`config.mk`:
```
export PLATFORM = sky130hd
export DESIGN_NAME = bufor_wyniku
export DESIGN_NICKNAME = d
export VERILOG_FILES = /design/src/rtl/alu_pkg.sv /design/src/rtl/bufor_wyniku_kolejka.sv /design/src/rtl/bufor_wyniku.sv
export SDC_FILE = /design/constraint.sdc
export NUM_CORES = 1
export LEC_CHECK = 0
export CORE_MARGIN = 2
export CORE_UTILIZATION = 50
export CTS_CLUSTER_DIAMETER = 80
export DETAILED_ROUTE_END_ITERATION = 10
export PLACE_DENSITY_LB_ADDON = 0.3
export SETUP_SLACK_MARGIN = 0.15
export SYNTH_ARGS = -nofsm -noshare
export SYNTH_HDL_FRONTEND = slang
export SYNTH_SLANG_ARGS = --single-unit
```
`constraint.sdc`:
```
create_clock -name i_clk -period 2.4 [get_ports i_clk]
set_clock_uncertainty 0.2 [all_clocks]
set_input_delay 0.36 -clock i_clk [delete_from_list [all_inputs] [get_ports i_clk]]
set_output_delay 0.36 -clock i_clk [all_outputs]
set_load 0.02 [all_outputs]
```
`src/rtl/alu_pkg.sv`:
```
// alu_pkg
//   Shared definitions for the ALU result path.
//   - ST_ZERO/ST_NEG/ST_ONES/ST_ERR : bit positions inside a status word
//   - status_t                      : 4-bit status word {ERR, ONES, NEG, ZERO}
//   - ERR_CNT_W                     : width of the saturating error counter
package alu_pkg;

  localparam int ST_ZERO = 0;
  localparam int ST_NEG  = 1;
  localparam int ST_ONES = 2;
  localparam int ST_ERR  = 3;

  typedef logic [3:0] status_t;

  localparam int ERR_CNT_W = 8;

endpackage

```
`src/rtl/bufor_wyniku_kolejka.sv`:
```
// kolejka_wynikow
//   Generic synchronous FIFO built as a circular buffer.
//   Ports:
//     clk, rst (async, active-high)
//     push, wr_data : write request; ignored while full
//     pop           : read request; ignored while empty
//     rd_data       : entry at the read pointer (combinational read)
//     full, empty   : derived from the registered count only
//   Handshake: the enclosing stage treats push as "valid && ready" and
//   pop as "valid && ready" on the output side; full/empty never depend
//   combinationally on push or pop.
module kolejka_wynikow #(
  parameter int WIDTH = 36,
  parameter int DEPTH = 4
) (
  input  logic             clk,
  input  logic             rst,
  input  logic             push,
  input  logic [WIDTH-1:0] wr_data,
  input  logic             pop,
  output logic [WIDTH-1:0] rd_data,
  output logic             full,
  output logic             empty
);

  localparam int PW = $clog2(DEPTH);
  localparam int CW = $clog2(DEPTH) + 1;
  localparam logic [CW-1:0] FULL_CNT = CW'(DEPTH);

  logic [WIDTH-1:0] mem [DEPTH];
  logic [PW-1:0]    rd_ptr;
  logic [PW-1:0]    wr_ptr;
  logic [CW-1:0]    cnt;

  logic do_push;
  logic do_pop;

  assign full    = (cnt == FULL_CNT);
  assign empty   = (cnt == '0);
  assign do_push = push && !full;
  assign do_pop  = pop && !empty;
  assign rd_data = mem[rd_ptr];

  // DEPTH is a power of two, so pointers wrap by natural overflow.
  always_ff @(posedge clk or posedge rst) begin
    if (rst) begin
      rd_ptr <= '0;
      wr_ptr <= '0;
      cnt    <= '0;
    end else begin
      if (do_push) wr_ptr <= wr_ptr + PW'(1);
      if (do_pop)  rd_ptr <= rd_ptr + PW'(1);
      if (do_push && !do_pop)      cnt <= cnt + CW'(1);
      else if (do_pop && !do_push) cnt <= cnt - CW'(1);
    end
  end

  // Storage carries no reset; stale contents are hidden by empty.
  always_ff @(posedge clk) begin
    if (do_push) mem[wr_ptr] <= wr_data;
  end

endmodule

```
`src/rtl/bufor_wyniku.sv`:
```
// bufor_wyniku
//   Result stage behind the ALU operation units. Captures the selected
//   result and error flag, forces errored results to zero, derives status
//   flags {ERR, ONES, NEG, ZERO} and queues entries in order.
//   Ports:
//     i_clk, i_rst       : clock, async active-high reset
//     i_result, i_error  : operation unit output
//     i_valid / o_ready  : input handshake, push = i_valid && o_ready
//     o_result, o_status : head entry (zero while empty)
//     o_valid / i_ready  : output handshake, pop = o_valid && i_ready
//     o_err_cnt          : saturating count of accepted errored pushes,
//                          present only when BUFOR_ERR_CNT_EN is defined
//   o_ready and o_valid come from registered queue state only.
module bufor_wyniku
  import alu_pkg::*;
#(
  parameter int BITS  = 32,
  parameter int DEPTH = 4
) (
  input  logic                 i_clk,
  input  logic                 i_rst,
  input  logic [BITS-1:0]      i_result,
  input  logic                 i_error,
  input  logic                 i_valid,
  output logic                 o_ready,
  output logic [BITS-1:0]      o_result,
  output logic [3:0]           o_status,
  output logic                 o_valid,
`ifdef BUFOR_ERR_CNT_EN
  output logic [ERR_CNT_W-1:0] o_err_cnt,
`endif
  input  logic                 i_ready
);

  localparam int W = BITS + 4;

  logic [BITS-1:0] stored;
  status_t         st;
  logic [W-1:0]    wr_data;
  logic [W-1:0]    rd_data;
  logic            full;
  logic            empty;
  logic            push;
  logic            pop;

  // Upstream result is undefined on error; replace it with zero.
  assign stored = i_error ? '0 : i_result;

  always_comb begin
    st          = '0;
    st[ST_ERR]  = i_error;
    st[ST_ZERO] = !i_error && (stored == '0);
    st[ST_NEG]  = !i_error && stored[BITS-1];
    st[ST_ONES] = !i_error && (stored == '1);
  end

  assign wr_data = {st, stored};
  assign push    = i_valid && !full;
  assign pop     = !empty && i_ready;

  kolejka_wynikow #(
    .WIDTH (W),
    .DEPTH (DEPTH)
  ) u_kolejka (
    .clk     (i_clk),
    .rst     (i_rst),
    .push    (push),
    .wr_data (wr_data),
    .pop     (pop),
    .rd_data (rd_data),
    .full    (full),
    .empty   (empty)
  );

  assign o_ready  = !full;
  assign o_valid  = !empty;
  assign o_result = empty ? '0 : rd_data[BITS-1:0];
  assign o_status = empty ? '0 : rd_data[W-1:BITS];

`ifdef BUFOR_ERR_CNT_EN
  always_ff @(posedge i_clk or posedge i_rst) begin
    if (i_rst) begin
      o_err_cnt <= '0;
    end else if (push && i_error && (o_err_cnt != '1)) begin
      o_err_cnt <= o_err_cnt + ERR_CNT_W'(1);
    end
  end
`endif

endmodule

```
==> run summary <==
Seq cells post-synth: 147
total wire length: 13220 um
residual DRC count: 0
post-synthesis sequential area ratio: 71.60%
CP required: 1.84 ns
placeable core area: 11960 um^2
Sequential Area: 4380 um^2
# clock sinks: 147
first-pass GRT wire length: 20130 um
DRT Pass-1 Iters: 7
Std-Cell Rows: 40
crit share post-route: 104.8%
grt ovf: 0
CP endpoint kind: output pin
H-tree depth: 4
crit path DAT: 1.96 ns
Via density: 5.736
CTS root buf: clkbuf_16
headroom to the max-slew limit: 62.08%
layout cell share with drive strength beyond 1: 40.36%
Nets: 471
Num CTS Buffers: 17
total die area: 13130 um^2
Setup TNS: -1.024 ns
n_diodes: 0
register share of total power: 31.2%
CTS clk-pin slew, worst paths: 0.06 ns
GP Congestion: 0.7955
Synth-to-Final Area Change: 33.72%
# IOs: 75
DRT iter0 DRCs: 308
Psw: 3.472 mW
Max Buffers Root-to-Sink: 2
R2R Setup Slk: 0.13 ns
Routed WL per cell: 22.48 um
fin worst setup slack: -0.1153 ns
synthesized cell area: 6116 um^2
Die Wd: 114.6 um
switching fraction of total power: 30.35%
worst slew pin tran: 0.5636 ns
Logic pwr share: 45.3%
Finished Core Util: 68.37%
Yosys top cell area share: 68.74%
Post-Synthesis Cells: 317
Netlist cell types: 26
Clk pwr share: 23.4%
fin area: 8178 um^2
fmax: 397.6 MHz
Yosys warning total: 0
Fill cells: 789
placed cell area: 7229 um^2
post-DP HPWL: 7848 um
static leakage: 2.908 nW
Hold Vio Cnt, Final: 0
Worst Setup Start Kind: flip-flop
Slew Limit Fails: 0
VDD IR max: 757.8 uV
Power Density: 1399 nW/um^2
initial antenna violation count: 0
GRT Overall Usage: 21.37%
worst setup path class: reg2out
violated checks: setup timing
clk_lat worst skew: 0.41 ns
Pint: 7.968 mW
cell taking the most area after synthesis: edfxtp_1
ranking of synthesized cells by area: edfxtp_1, mux4_2, and2_1
max cap viols: 0
CTS tree: yes
endpoints failing setup: 27
pin count of the biggest net entering global routing: 36
RSZ-0062 raised after global routing: yes
Hold Path Class: reg2reg
syn_area_per_cell: 19.29 um^2
status: finished, violations left
Synthesized Nets: 360
crit path max fanout: 7
Die H: 114.6 um
number of global-route vias before repair: 3505
Final ANT Viol Nets: 0
initial core utilization: 51.13%
port bufs: 74
fin crit period: 2.515 ns
Vias: 3373
multi-input logic area: 1698 um^2
what timing repair did:
action                                  CTS  global route
buffers inserted                          4             3
hold buffers                              1             0
endpoints found under the setup margin   40            38
gates cloned                              2             2
pin swaps                                32            10
gates resized for setup                 255            16
hold endpoints to repair                  7             0
through the flow:
stage | hold slack [ns] | setup slack (ns) | instances | power (mW)
5_1_grt | 0.4011 | -0.1625 | 588 | 11.88
4_1_cts | 0.3851 | -0.1209 | 583 | 11.23
3_3_place_gp | 0.3501 | -0.04001 | 544 | 7.713
2_1_floorplan | -0.03660 | 0.1152 | 317 | 6.070
3_5_place_dp | 0.3658 | -0.06459 | 544 | 7.787
6_report | 0.3759 | -0.1153 | 588 | 11.44
flip-flops by register name, summed over array words and instances, names as in the netlist:
| signal | count |
|---|---|
| u_kolejka.mem | 140 |
| u_kolejka.wr_ptr | 2 |
| u_kolejka.rd_ptr | 2 |
| u_kolejka.cnt | 3 |
power groups by stage:
stage               sequential, mW  clock (mW)  combinational (mW)
floorplan                     3.57           0                2.50
global placement              3.58           0                4.13
detailed placement            3.62           0                4.16
CTS                           3.58        2.71                4.94
global route                  3.61        2.81                5.46
finish                        3.57        2.68                5.18
routing by layer:
layer | share of wire, % | track usage, % | vias up
li1 | - | - | 1471
met1 | 39 | 26.63 | 1753
met2 | 54 | 36.69 | 138
met3 | 5.7 | 6.141 | 11
met4 | 0.81 | 6.098 | 0
met5 | 0 | 0 | -
worst paths after layout:
path,from,to,cells after the start
max,u_kolejka.rd_ptr[0],o_result[14],6
max in group asynchronous,i_rst,u_kolejka.rd_ptr[0],3
min in group asynchronous,i_rst,u_kolejka.rd_ptr[1],3
max reg2reg,u_kolejka.cnt[0],u_kolejka.cnt[2],9
min,u_kolejka.cnt[2],u_kolejka.cnt[2],2
min reg2reg,u_kolejka.cnt[2],u_kolejka.cnt[2],2
final cells by class:
| class | instances | share of cell area [%] |
|---|---|---|
| clock inverter | 15 | 2.203 |
| clock buffer | 17 | 5.202 |
| tap | 147 | 2.249 |
| multi-input combinational | 150 | 20.76 |
| timing repair buffer | 108 | 15.84 |
| sequential | 147 | 53.56 |
| inverter | 4 | 0.1836 |
cells in the final DEF (no fill, tap or decap), types with 6 or more instances in the layout:
cell type / count
edfxtp_1: 140
buf_6: 38
clkdlybuf4s50_1: 36
mux4_2: 35
and2_4: 35
nor2b_1: 32
clkbuf_16: 19
buf_12: 14
buf_4: 13
nor4_1: 8
nand4_1: 8
dfrtp_1: 6
cells in the mapped netlist:
cell type  instances
a21boi_2           1
and2_1            39
and4_1             2
buf_12             3
buf_2              4
buf_4              1
buf_6              1
clkbuf_1           7
dfrtp_1            7
edfxtp_1         140
fa_1               1
ha_1               5
inv_1              4
mux2_2             2
mux4_1             7
mux4_2            28
nand2_1            2
nand3_1            2
nand4_1            8
nor2_1             3
nor2b_1           32
nor3_1             2
nor4_1             8
or3_1              2
xnor2_1            4
xor2_1             2
worst max-delay path, cell delays in order, from the launching register on:
cell and delay (ns):
dfrtp_2 0.39, buf_6 0.13, buf_12 0.11, buf_16 0.13
mux4_2 0.51, and2_4 0.16, buf_6 0.12
kinds of logic after synthesis:
kind of cell | count (synthesis) | share of synthesized area (%)
buffers and inverters | 20 | 2.291
xor gates and xnor gates | 6 | 0.8592
adders and majority gates | 6 | 1.350
DFF | 147 | 71.60
muxes | 37 | 13.69
AOI/OAI and AO/OA | 1 | 0.1841
and+or+nand+nor | 100 | 10.02
Note: power is estimated with default switching activity, not from simulation.
